==> src/rtl/alu_seq_pkg.sv <==
// Shared types for the ALU op sequencer: FSM states, instruction layout and ctrl encodings.
// The ERR state exists only when ALU_SEQ_TIMEOUT_EN is defined.
package alu_seq_pkg;

  localparam int INSTR_W      = 8;
  localparam int CTRL_LSB     = 6;
  localparam int A_LSB        = 4;
  localparam int B_LSB        = 2;
  localparam int REG_ADDR_LSB = 0;

  localparam logic [1:0] CTRL_ADD = 2'b00;
  localparam logic [1:0] CTRL_SUB = 2'b01;
  localparam logic [1:0] CTRL_OP2 = 2'b10;
  localparam logic [1:0] CTRL_OP3 = 2'b11;

`ifdef ALU_SEQ_TIMEOUT_EN
  typedef enum logic [2:0] {
    ST_IDLE   = 3'd0,
    ST_FETCH  = 3'd1,
    ST_EXEC   = 3'd2,
    ST_RETIRE = 3'd3,
    ST_FIN    = 3'd4,
    ST_ERR    = 3'd5
  } state_t;
`else
  typedef enum logic [2:0] {
    ST_IDLE   = 3'd0,
    ST_FETCH  = 3'd1,
    ST_EXEC   = 3'd2,
    ST_RETIRE = 3'd3,
    ST_FIN    = 3'd4
  } state_t;
`endif

  typedef struct packed {
    logic [1:0] ctrl;
    logic [1:0] a;
    logic [1:0] b;
    logic [1:0] reg_addr;
  } instr_t;

  function automatic instr_t decode_instr(input logic [INSTR_W-1:0] raw);
    instr_t d;
    d.ctrl     = raw[CTRL_LSB +: 2];
    d.a        = raw[A_LSB +: 2];
    d.b        = raw[B_LSB +: 2];
    d.reg_addr = raw[REG_ADDR_LSB +: 2];
    return d;
  endfunction

endpackage

==> src/rtl/alu_seq_prog_mem.sv <==
// Program store for the ALU op sequencer: unreset DEPTH x 8 array with a synchronous
// write port and a registered read whose output register doubles as the instruction register.
module alu_seq_prog_mem
  import alu_seq_pkg::*;
#(
  parameter int DEPTH = 16,
  parameter int AW    = $clog2(DEPTH)
) (
  input  logic               clk,
  input  logic               reset,
  input  logic               we,
  input  logic [AW-1:0]      waddr,
  input  logic [INSTR_W-1:0] wdata,
  input  logic               re,
  input  logic [AW-1:0]      raddr,
  output logic [INSTR_W-1:0] rdata
);

  logic [INSTR_W-1:0] mem_r [DEPTH];
  logic [INSTR_W-1:0] rdata_r;

  // Program array write; contents deliberately survive reset.
  always_ff @(posedge clk) begin
    if (we) begin
      mem_r[waddr] <= wdata;
    end
  end

  // Instruction register, loaded only when a fetch is committed.
  always_ff @(posedge clk or posedge reset) begin
    if (reset) begin
      rdata_r <= {INSTR_W{1'b0}};
    end else if (re) begin
      rdata_r <= mem_r[raddr];
    end
  end

  assign rdata = rdata_r;

endmodule

==> src/rtl/alu_op_sequencer.sv <==
// Fetch/decode/issue stage driving alu_with_memory from a small program store.
// Optional EXEC watchdog and ERR state are enabled by defining ALU_SEQ_TIMEOUT_EN.
module alu_op_sequencer
  import alu_seq_pkg::*;
#(
  parameter int DEPTH   = 16,
  parameter int AW      = $clog2(DEPTH),
  parameter int TIMEOUT = 15
) (
  input  logic          clk,
  input  logic          reset,
  input  logic          prog_we,
  input  logic [AW-1:0] prog_addr,
  input  logic [7:0]    prog_data,
  input  logic          start,
  input  logic [AW-1:0] last_addr,
  input  logic          abort,
  input  logic          alu_done,
  output logic [1:0]    alu_a,
  output logic [1:0]    alu_b,
  output logic [1:0]    alu_ctrl,
  output logic [1:0]    alu_reg_addr,
  output logic          alu_reg_write,
  output logic          busy,
  output logic [AW-1:0] pc,
  output logic          seq_done,
  output logic [AW:0]   retired,
  output logic          timeout_err
);

  if ((DEPTH < 2) || ((DEPTH & (DEPTH - 1)) != 0) || (TIMEOUT < 2)) begin : g_param_check
    $error("alu_op_sequencer: DEPTH must be a power of two >= 2 and TIMEOUT >= 2");
  end

  state_t         state_r;
  state_t         next_s;
  state_t         exec_stall_s;
  logic [AW-1:0]  pc_r;
  logic [AW-1:0]  last_r;
  logic [AW:0]    retired_r;
  logic           alu_reg_write_r;
  logic           busy_r;
  logic           seq_done_r;
  logic           exec_first_r;
  logic           mem_we_s;
  logic           mem_re_s;
  logic [7:0]     instr_raw_s;
  instr_t         instr_s;

  assign mem_we_s = prog_we && (state_r == ST_IDLE);
  assign mem_re_s = (state_r == ST_FETCH) && !abort;

  alu_seq_prog_mem #(
    .DEPTH (DEPTH),
    .AW    (AW)
  ) u_prog_mem (
    .clk   (clk),
    .reset (reset),
    .we    (mem_we_s),
    .waddr (prog_addr),
    .wdata (prog_data),
    .re    (mem_re_s),
    .raddr (pc_r),
    .rdata (instr_raw_s)
  );

`ifdef ALU_SEQ_TIMEOUT_EN
  localparam int CW = $clog2(TIMEOUT + 1);

  logic [CW-1:0] exec_cnt_r;
  logic          timeout_err_r;

  // The stall target becomes ERR once the current EXEC cycle is the TIMEOUT-th.
  assign exec_stall_s = (exec_cnt_r == CW'(TIMEOUT - 1)) ? ST_ERR : ST_EXEC;

  // EXEC cycle counter and sticky watchdog flag.
  always_ff @(posedge clk or posedge reset) begin
    if (reset) begin
      exec_cnt_r    <= {CW{1'b0}};
      timeout_err_r <= 1'b0;
    end else begin
      if ((state_r == ST_EXEC) && (next_s == ST_EXEC)) begin
        exec_cnt_r <= exec_cnt_r + CW'(1'b1);
      end else begin
        exec_cnt_r <= {CW{1'b0}};
      end
      if ((state_r == ST_IDLE) && start) begin
        timeout_err_r <= 1'b0;
      end else if (next_s == ST_ERR) begin
        timeout_err_r <= 1'b1;
      end
    end
  end

  assign timeout_err = timeout_err_r;
`else
  assign exec_stall_s = ST_EXEC;
  assign timeout_err  = 1'b0;
`endif

  // Next-state logic; abort wins over alu_done, and the first EXEC cycle ignores done.
  always_comb begin
    next_s = state_r;
    case (state_r)
      ST_IDLE: begin
        if (start) next_s = ST_FETCH;
        else       next_s = ST_IDLE;
      end
      ST_FETCH: begin
        if (abort) next_s = ST_IDLE;
        else       next_s = ST_EXEC;
      end
      ST_EXEC: begin
        if (abort)                          next_s = ST_IDLE;
        else if (!exec_first_r && alu_done) next_s = ST_RETIRE;
        else                                next_s = exec_stall_s;
      end
      ST_RETIRE: begin
        if (abort)               next_s = ST_IDLE;
        else if (pc_r == last_r) next_s = ST_FIN;
        else                     next_s = ST_FETCH;
      end
      ST_FIN: begin
        next_s = ST_IDLE;
      end
`ifdef ALU_SEQ_TIMEOUT_EN
      ST_ERR: begin
        if (abort) next_s = ST_IDLE;
        else       next_s = ST_ERR;
      end
`endif
      default: begin
        next_s = ST_IDLE;
      end
    endcase
  end

  // State, program counter, retire count and registered status outputs.
  always_ff @(posedge clk or posedge reset) begin
    if (reset) begin
      state_r         <= ST_IDLE;
      pc_r            <= {AW{1'b0}};
      last_r          <= {AW{1'b0}};
      retired_r       <= {(AW + 1){1'b0}};
      alu_reg_write_r <= 1'b0;
      busy_r          <= 1'b0;
      seq_done_r      <= 1'b0;
      exec_first_r    <= 1'b1;
    end else begin
      state_r         <= next_s;
      alu_reg_write_r <= (next_s == ST_EXEC);
      busy_r          <= (next_s != ST_IDLE);
      seq_done_r      <= (next_s == ST_FIN);
      exec_first_r    <= (state_r != ST_EXEC);
      if ((state_r == ST_IDLE) && start) begin
        pc_r      <= {AW{1'b0}};
        retired_r <= {(AW + 1){1'b0}};
        last_r    <= last_addr;
      end else if ((state_r == ST_RETIRE) && !abort) begin
        retired_r <= retired_r + (AW + 1)'(1'b1);
        if (pc_r != last_r) begin
          pc_r <= pc_r + AW'(1'b1);
        end
      end
    end
  end

  assign instr_s       = decode_instr(instr_raw_s);
  assign alu_a         = instr_s.a;
  assign alu_b         = instr_s.b;
  assign alu_ctrl      = instr_s.ctrl;
  assign alu_reg_addr  = instr_s.reg_addr;
  assign alu_reg_write = alu_reg_write_r;
  assign busy          = busy_r;
  assign pc            = pc_r;
  assign seq_done      = seq_done_r;
  assign retired       = retired_r;

endmodule

==> config.mk <==
export PLATFORM = sky130hd
export DESIGN_NAME = alu_op_sequencer
export DESIGN_NICKNAME = d
export VERILOG_FILES = /design/src/rtl/alu_seq_pkg.sv /design/src/rtl/alu_seq_prog_mem.sv /design/src/rtl/alu_op_sequencer.sv
export SDC_FILE = /design/constraint.sdc
export NUM_CORES = 1
export LEC_CHECK = 0
export CELL_PAD_IN_SITES_DETAIL_PLACEMENT = 0
export CELL_PAD_IN_SITES_GLOBAL_PLACEMENT = 1
export CORE_MARGIN = 2
export CORE_UTILIZATION = 35
export CTS_BUF_LIST = sky130_fd_sc_hd__clkbuf_4 sky130_fd_sc_hd__clkbuf_8 sky130_fd_sc_hd__clkbuf_16
export CTS_CLUSTER_DIAMETER = 100
export DETAILED_ROUTE_END_ITERATION = 16
export HOLD_SLACK_MARGIN = 0.06
export PLACE_DENSITY_LB_ADDON = 0.1
export SYNTH_ARGS = -nofsm -noshare
export SYNTH_HDL_FRONTEND = slang
export SYNTH_SLANG_ARGS = --single-unit
==> constraint.sdc <==
create_clock -name clk -period 2.6 [get_ports clk]
set_clock_uncertainty 0.15 [all_clocks]
set_input_delay 0.52 -clock clk [delete_from_list [all_inputs] [get_ports clk]]
set_output_delay 0.52 -clock clk [all_outputs]
set_load 0.005 [all_outputs]
==> flow_summary.rst <==
.. list-table::
   :header-rows: 1

   * - Metric
     - Value
   * - Core outline area
     - 17,300 µm²
   * - Library cells used by synthesis
     - 38
   * - Htree depth
     - 4
   * - Global-route wire length before repair
     - 19,600 µm
   * - Gr usage total
     - 15.1%
   * - Endpoint arrival time on the critical path
     - 1.61 ns
   * - Postcts setup bufs
     - 0
   * - Number of warning messages in the yosys log
     - 0
   * - First-iteration detailed-routing DRC count
     - 224
   * - Post-Syn Instances
     - 332
   * - Drt via density
     - 4.93
   * - Ranking of synthesized cells by area
     - sky130_fd_sc_hd__edfxtp_1 62%, sky130_fd_sc_hd__dfrtp_1 11%, sky130_fd_sc_hd__mux4_2 8.4%, sky130_fd_sc_hd__mux4_1 3.8%, sky130_fd_sc_hd__nor2_1 1.5%
   * - Synthesized-area fraction occupied by ao, oa, aoi and oai cells
     - around 2.5%
   * - Via count of the first global-routing pass
     - 3,210
   * - Sequential element share of the synthesized area
     - 73.4%
   * - Overall routed net length
     - around 13,000 µm
   * - Boundary pin count
     - 43
   * - Worst vdd ir
     - roughly 0.00047 V
   * - Instance area at placement
     - 7020 µm²
   * - Synthesized cell area
     - 6190 µm²
   * - Net count of the finished layout
     - 433
   * - Most used DFF post-synth
     - sky130_fd_sc_hd__edfxtp_1
   * - DP Worst Slack
     - 0.0386 ns
   * - Setup repair after global routing missed its margin
     - false
   * - Transition at the pin with the smallest max-transition slack
     - about 0.63 ns
   * - Pin count of the biggest net entering global routing
     - 29
   * - Post-synth EDFFs
     - 128
   * - Fraction of layout instances using a drive strength above 1
     - 22.7%
   * - Placement Rows
     - 48
   * - Dominant cell type by area after synthesis
     - sky130_fd_sc_hd__edfxtp_1
   * - Simple-Gate Fraction of Synth Area
     - between 6 and 7%
   * - Setup Crit Path Kind
     - flip-flop to output port
   * - Fraction of the mapped netlist area in adder cells
     - 0.404%
   * - Number of endpoints with negative hold slack in the final report
     - 0
   * - Finish-stage setup viols
     - 0
   * - Net count after synthesis
     - about 360
   * - Final period util
     - between 80% and 90%
   * - Rel. slew slack
     - between 50% and 60%
   * - Share of the synthesized area in the top cell type
     - 62.1%
   * - Count of buffers inserted at the top-level ports
     - 41
   * - Worst hold-check path type
     - primary input to asynchronous set/reset pin
   * - Minimum clock period after layout
     - 2.28 ns
   * - Max stage delay cell, worst path
     - sky130_fd_sc_hd__clkdlybuf4s50_1
   * - Hold Buf Count CTS
     - 0
   * - Number of buffers added by the clock tree synthesis step
     - 17
   * - Buf/Inv on CP
     - 2
   * - CTS tree
     - done
   * - Die Height
     - 137 µm
   * - ANT nets after route
     - 0
   * - Initial core utilization
     - 35.8%
   * - Crit-path max FO
     - 15
   * - Achievable clock frequency
     - 0.439 GHz
   * - Portion of netlist area occupied by mux cells
     - 14.3%
   * - Residual overflow from global routing
     - 0
   * - Die extent in x
     - 137 µm
   * - Async SR Flop Fraction
     - 17.9%
   * - Kind of launch point of the worst setup path
     - flip-flop
   * - Leakage power total
     - approximately 2.6 nW
   * - Global placement routability congestion
     - between 0.7 and 0.8
   * - Post-cts sizing count
     - 0
   * - Area Growth Syn to Fin
     - 22.2%
   * - Synthesis-stage register bit count
     - 156
   * - Number of buffers between clock root and the deepest sink
     - 2
   * - Clock Latency Late Sink
     - around 0.42 ns
   * - Count of final max-slew check failures
     - 0
   * - Delay of the slowest critical-path stage
     - between 0.5 and 0.6 ns
   * - Power Density
     - 809 nW/µm²
   * - Crit path required time
     - 1.93 ns
   * - Area of all placed cells without fillers
     - 7570 µm²
   * - Total power consumption of the routed design
     - slightly above 6 mW
   * - First-pass DRT Iterations
     - 4
   * - CP Capture Type
     - output port
   * - Detailed placer's ending HPWL
     - 8580 µm
   * - Full die area
     - 18,800 µm²
   * - Master cell of the clock root buffer
     - sky130_fd_sc_hd__clkbuf_16
   * - Final-layout worst hold slack
     - about 0.32 ns
   * - Clock sink count
     - around 160
   * - Antenna violations before repair
     - 0
   * - Run status
     - finished, final reports clean
   * - DR vias
     - between 3k and 4k
   * - Summed negative setup slack over all endpoints
     - 0 ns
   * - Setup slack after layout
     - 0.323 ns
   * - Top cell family by delay on the critical path
     - buffers and inverters
   * - Post-CTS clock slew at the launch and capture registers of the worst setup and hold paths
     - 0.06 ns
   * - DRC
     - 0
   * - # diodes
     - 0
   * - Main combinational cell family by area after synthesis
     - multiplexers
   * - Worst-path cell chain
     - buf_4 -> clkdlybuf4s50_1
   * - Avg WL per Cell
     - 20.1 µm
   * - Fraction of synthesized cell area in xor and xnor cells
     - 1.27%
   * - Average size of a mapped cell
     - 18.7 µm²
   * - # Max-Cap Violations
     - 0
[worst min-delay path, delay by kind of cell]
kind	cells	cell delay [ns]
buffers and inverters	3	0.79
[placed cells by master, fill, tap and decap left out, types with 2 or more instances in the layout]
master                            Yosys  final
sky130_fd_sc_hd__a21oi_1              3      3
sky130_fd_sc_hd__a22oi_1              7      7
sky130_fd_sc_hd__buf_4                6     31
sky130_fd_sc_hd__clkbuf_16            0     17
sky130_fd_sc_hd__clkdlybuf4s50_1      0     41
sky130_fd_sc_hd__clkinv_1             0      2
sky130_fd_sc_hd__clkinv_2             0      3
sky130_fd_sc_hd__clkinv_4             0      5
sky130_fd_sc_hd__dfrtp_1             27     26
sky130_fd_sc_hd__edfxtp_1           128    128
sky130_fd_sc_hd__ha_1                 2      2
sky130_fd_sc_hd__inv_1                2      2
sky130_fd_sc_hd__inv_6                0      2
sky130_fd_sc_hd__mux2_2               8      8
sky130_fd_sc_hd__mux2i_1              4      4
sky130_fd_sc_hd__mux4_1               9      9
sky130_fd_sc_hd__mux4_2              23     23
sky130_fd_sc_hd__nand2_1             22     22
sky130_fd_sc_hd__nand2b_1             2      2
sky130_fd_sc_hd__nand4_1              5      5
sky130_fd_sc_hd__nand4b_1             2      2
sky130_fd_sc_hd__nor2_1              25     25
sky130_fd_sc_hd__nor2b_1              7      7
sky130_fd_sc_hd__nor3_1               6      6
sky130_fd_sc_hd__o21ai_0              8      8
sky130_fd_sc_hd__o21ai_1              6      6
sky130_fd_sc_hd__or3_1                2      2
sky130_fd_sc_hd__xnor2_1              6      6
sky130_fd_sc_hd__xor2_1               3      3
[Yosys cell counts, types with 4 or more instances]
| cell type | n |
|---|---|
| sky130_fd_sc_hd__edfxtp_1 | 128 |
| sky130_fd_sc_hd__dfrtp_1 | 27 |
| sky130_fd_sc_hd__nor2_1 | 25 |
| sky130_fd_sc_hd__mux4_2 | 23 |
| sky130_fd_sc_hd__nand2_1 | 22 |
| sky130_fd_sc_hd__mux4_1 | 9 |
| sky130_fd_sc_hd__mux2_2 | 8 |
| sky130_fd_sc_hd__o21ai_0 | 8 |
| sky130_fd_sc_hd__a22oi_1 | 7 |
| sky130_fd_sc_hd__nor2b_1 | 7 |
| sky130_fd_sc_hd__buf_4 | 6 |
| sky130_fd_sc_hd__nor3_1 | 6 |
| sky130_fd_sc_hd__o21ai_1 | 6 |
| sky130_fd_sc_hd__xnor2_1 | 6 |
| sky130_fd_sc_hd__nand4_1 | 5 |
| sky130_fd_sc_hd__mux2i_1 | 4 |
[kinds of logic (layout without fill, tap and decap cells)]
kind of cell,after synthesis,in the layout
compound gates,26,26
mux,44,44
simple gates,78,78
flops,156,156
fa+ha+maj,2,2
other cells,1,1
buf+inv,16,106
xor+xnor,9,9
[power by group]
group / internal (mW) / total (mW) / switching, mW
registers: 2.88 / 2.99 / 0.111
logic: 0.436 / 0.835 / 0.399
clock network: 1.33 / 2.30 / 0.972
[flip-flops by register name, summed over array words and instances (netlist names)]
| register | cells |
|---|---|
| u_prog_mem.mem_r | 128 |
| u_prog_mem.rdata | 8 |
| retired | 5 |
| last_r | 4 |
| pc | 4 |
| state_r | 3 |
| alu_reg_write | 1 |
| busy | 1 |
| exec_first_r | 1 |
| seq_done | 1 |
[per-stage QoR]
step / std cells / util, %
after detailed placement: 615 / 40.6
after global placement: 615 / 40.6
after global routing: 647 / 43.8
after floorplan: 332 / -
final: 647 / 43.8
after CTS: 647 / 43.8
[area by class of cell]
type                       count  area [µm²]
timing repair buffer          72         643
clock buffer                  18         433
multi-input combinational    160        1540
tap                          225         282
clock inverter                14         121
sequential                   156        4550
fill                        1512        9730
inverter                       2        7.51
[final timing paths]
check,from,end,slack [ns],depth (start not counted)
worst max register to register,state_r[1]$_DFF_PP0_,u_prog_mem.mem_r[0][4]$_DFFE_PP_,0.44,6
max in group asynchronous,reset,exec_first_r$_DFF_PP1_,1.65,3
worst min-delay path,reset,retired[2]$_DFFE_PP0P_,0.32,3
worst max-delay path,pc[1]$_DFFE_PP0P_,pc[1],0.32,2
worst min register to register,last_r[1]$_DFFE_PP0N_,last_r[1]$_DFFE_PP0N_,0.35,2
min in group clk,last_r[1]$_DFFE_PP0N_,last_r[1]$_DFFE_PP0N_,0.35,2
[layer usage]
metal / track usage, % / vias up / part of all wire [%]
met3: 4.33 / 11 / 4.5
met4: 5.33 / 0 / 1.2
li1: - / 1476 / -
met2: 23.2 / 79 / 47
met5: 0 / - / 0
met1: 20.5 / 1621 / 47
(Power assumes the default switching activity.)
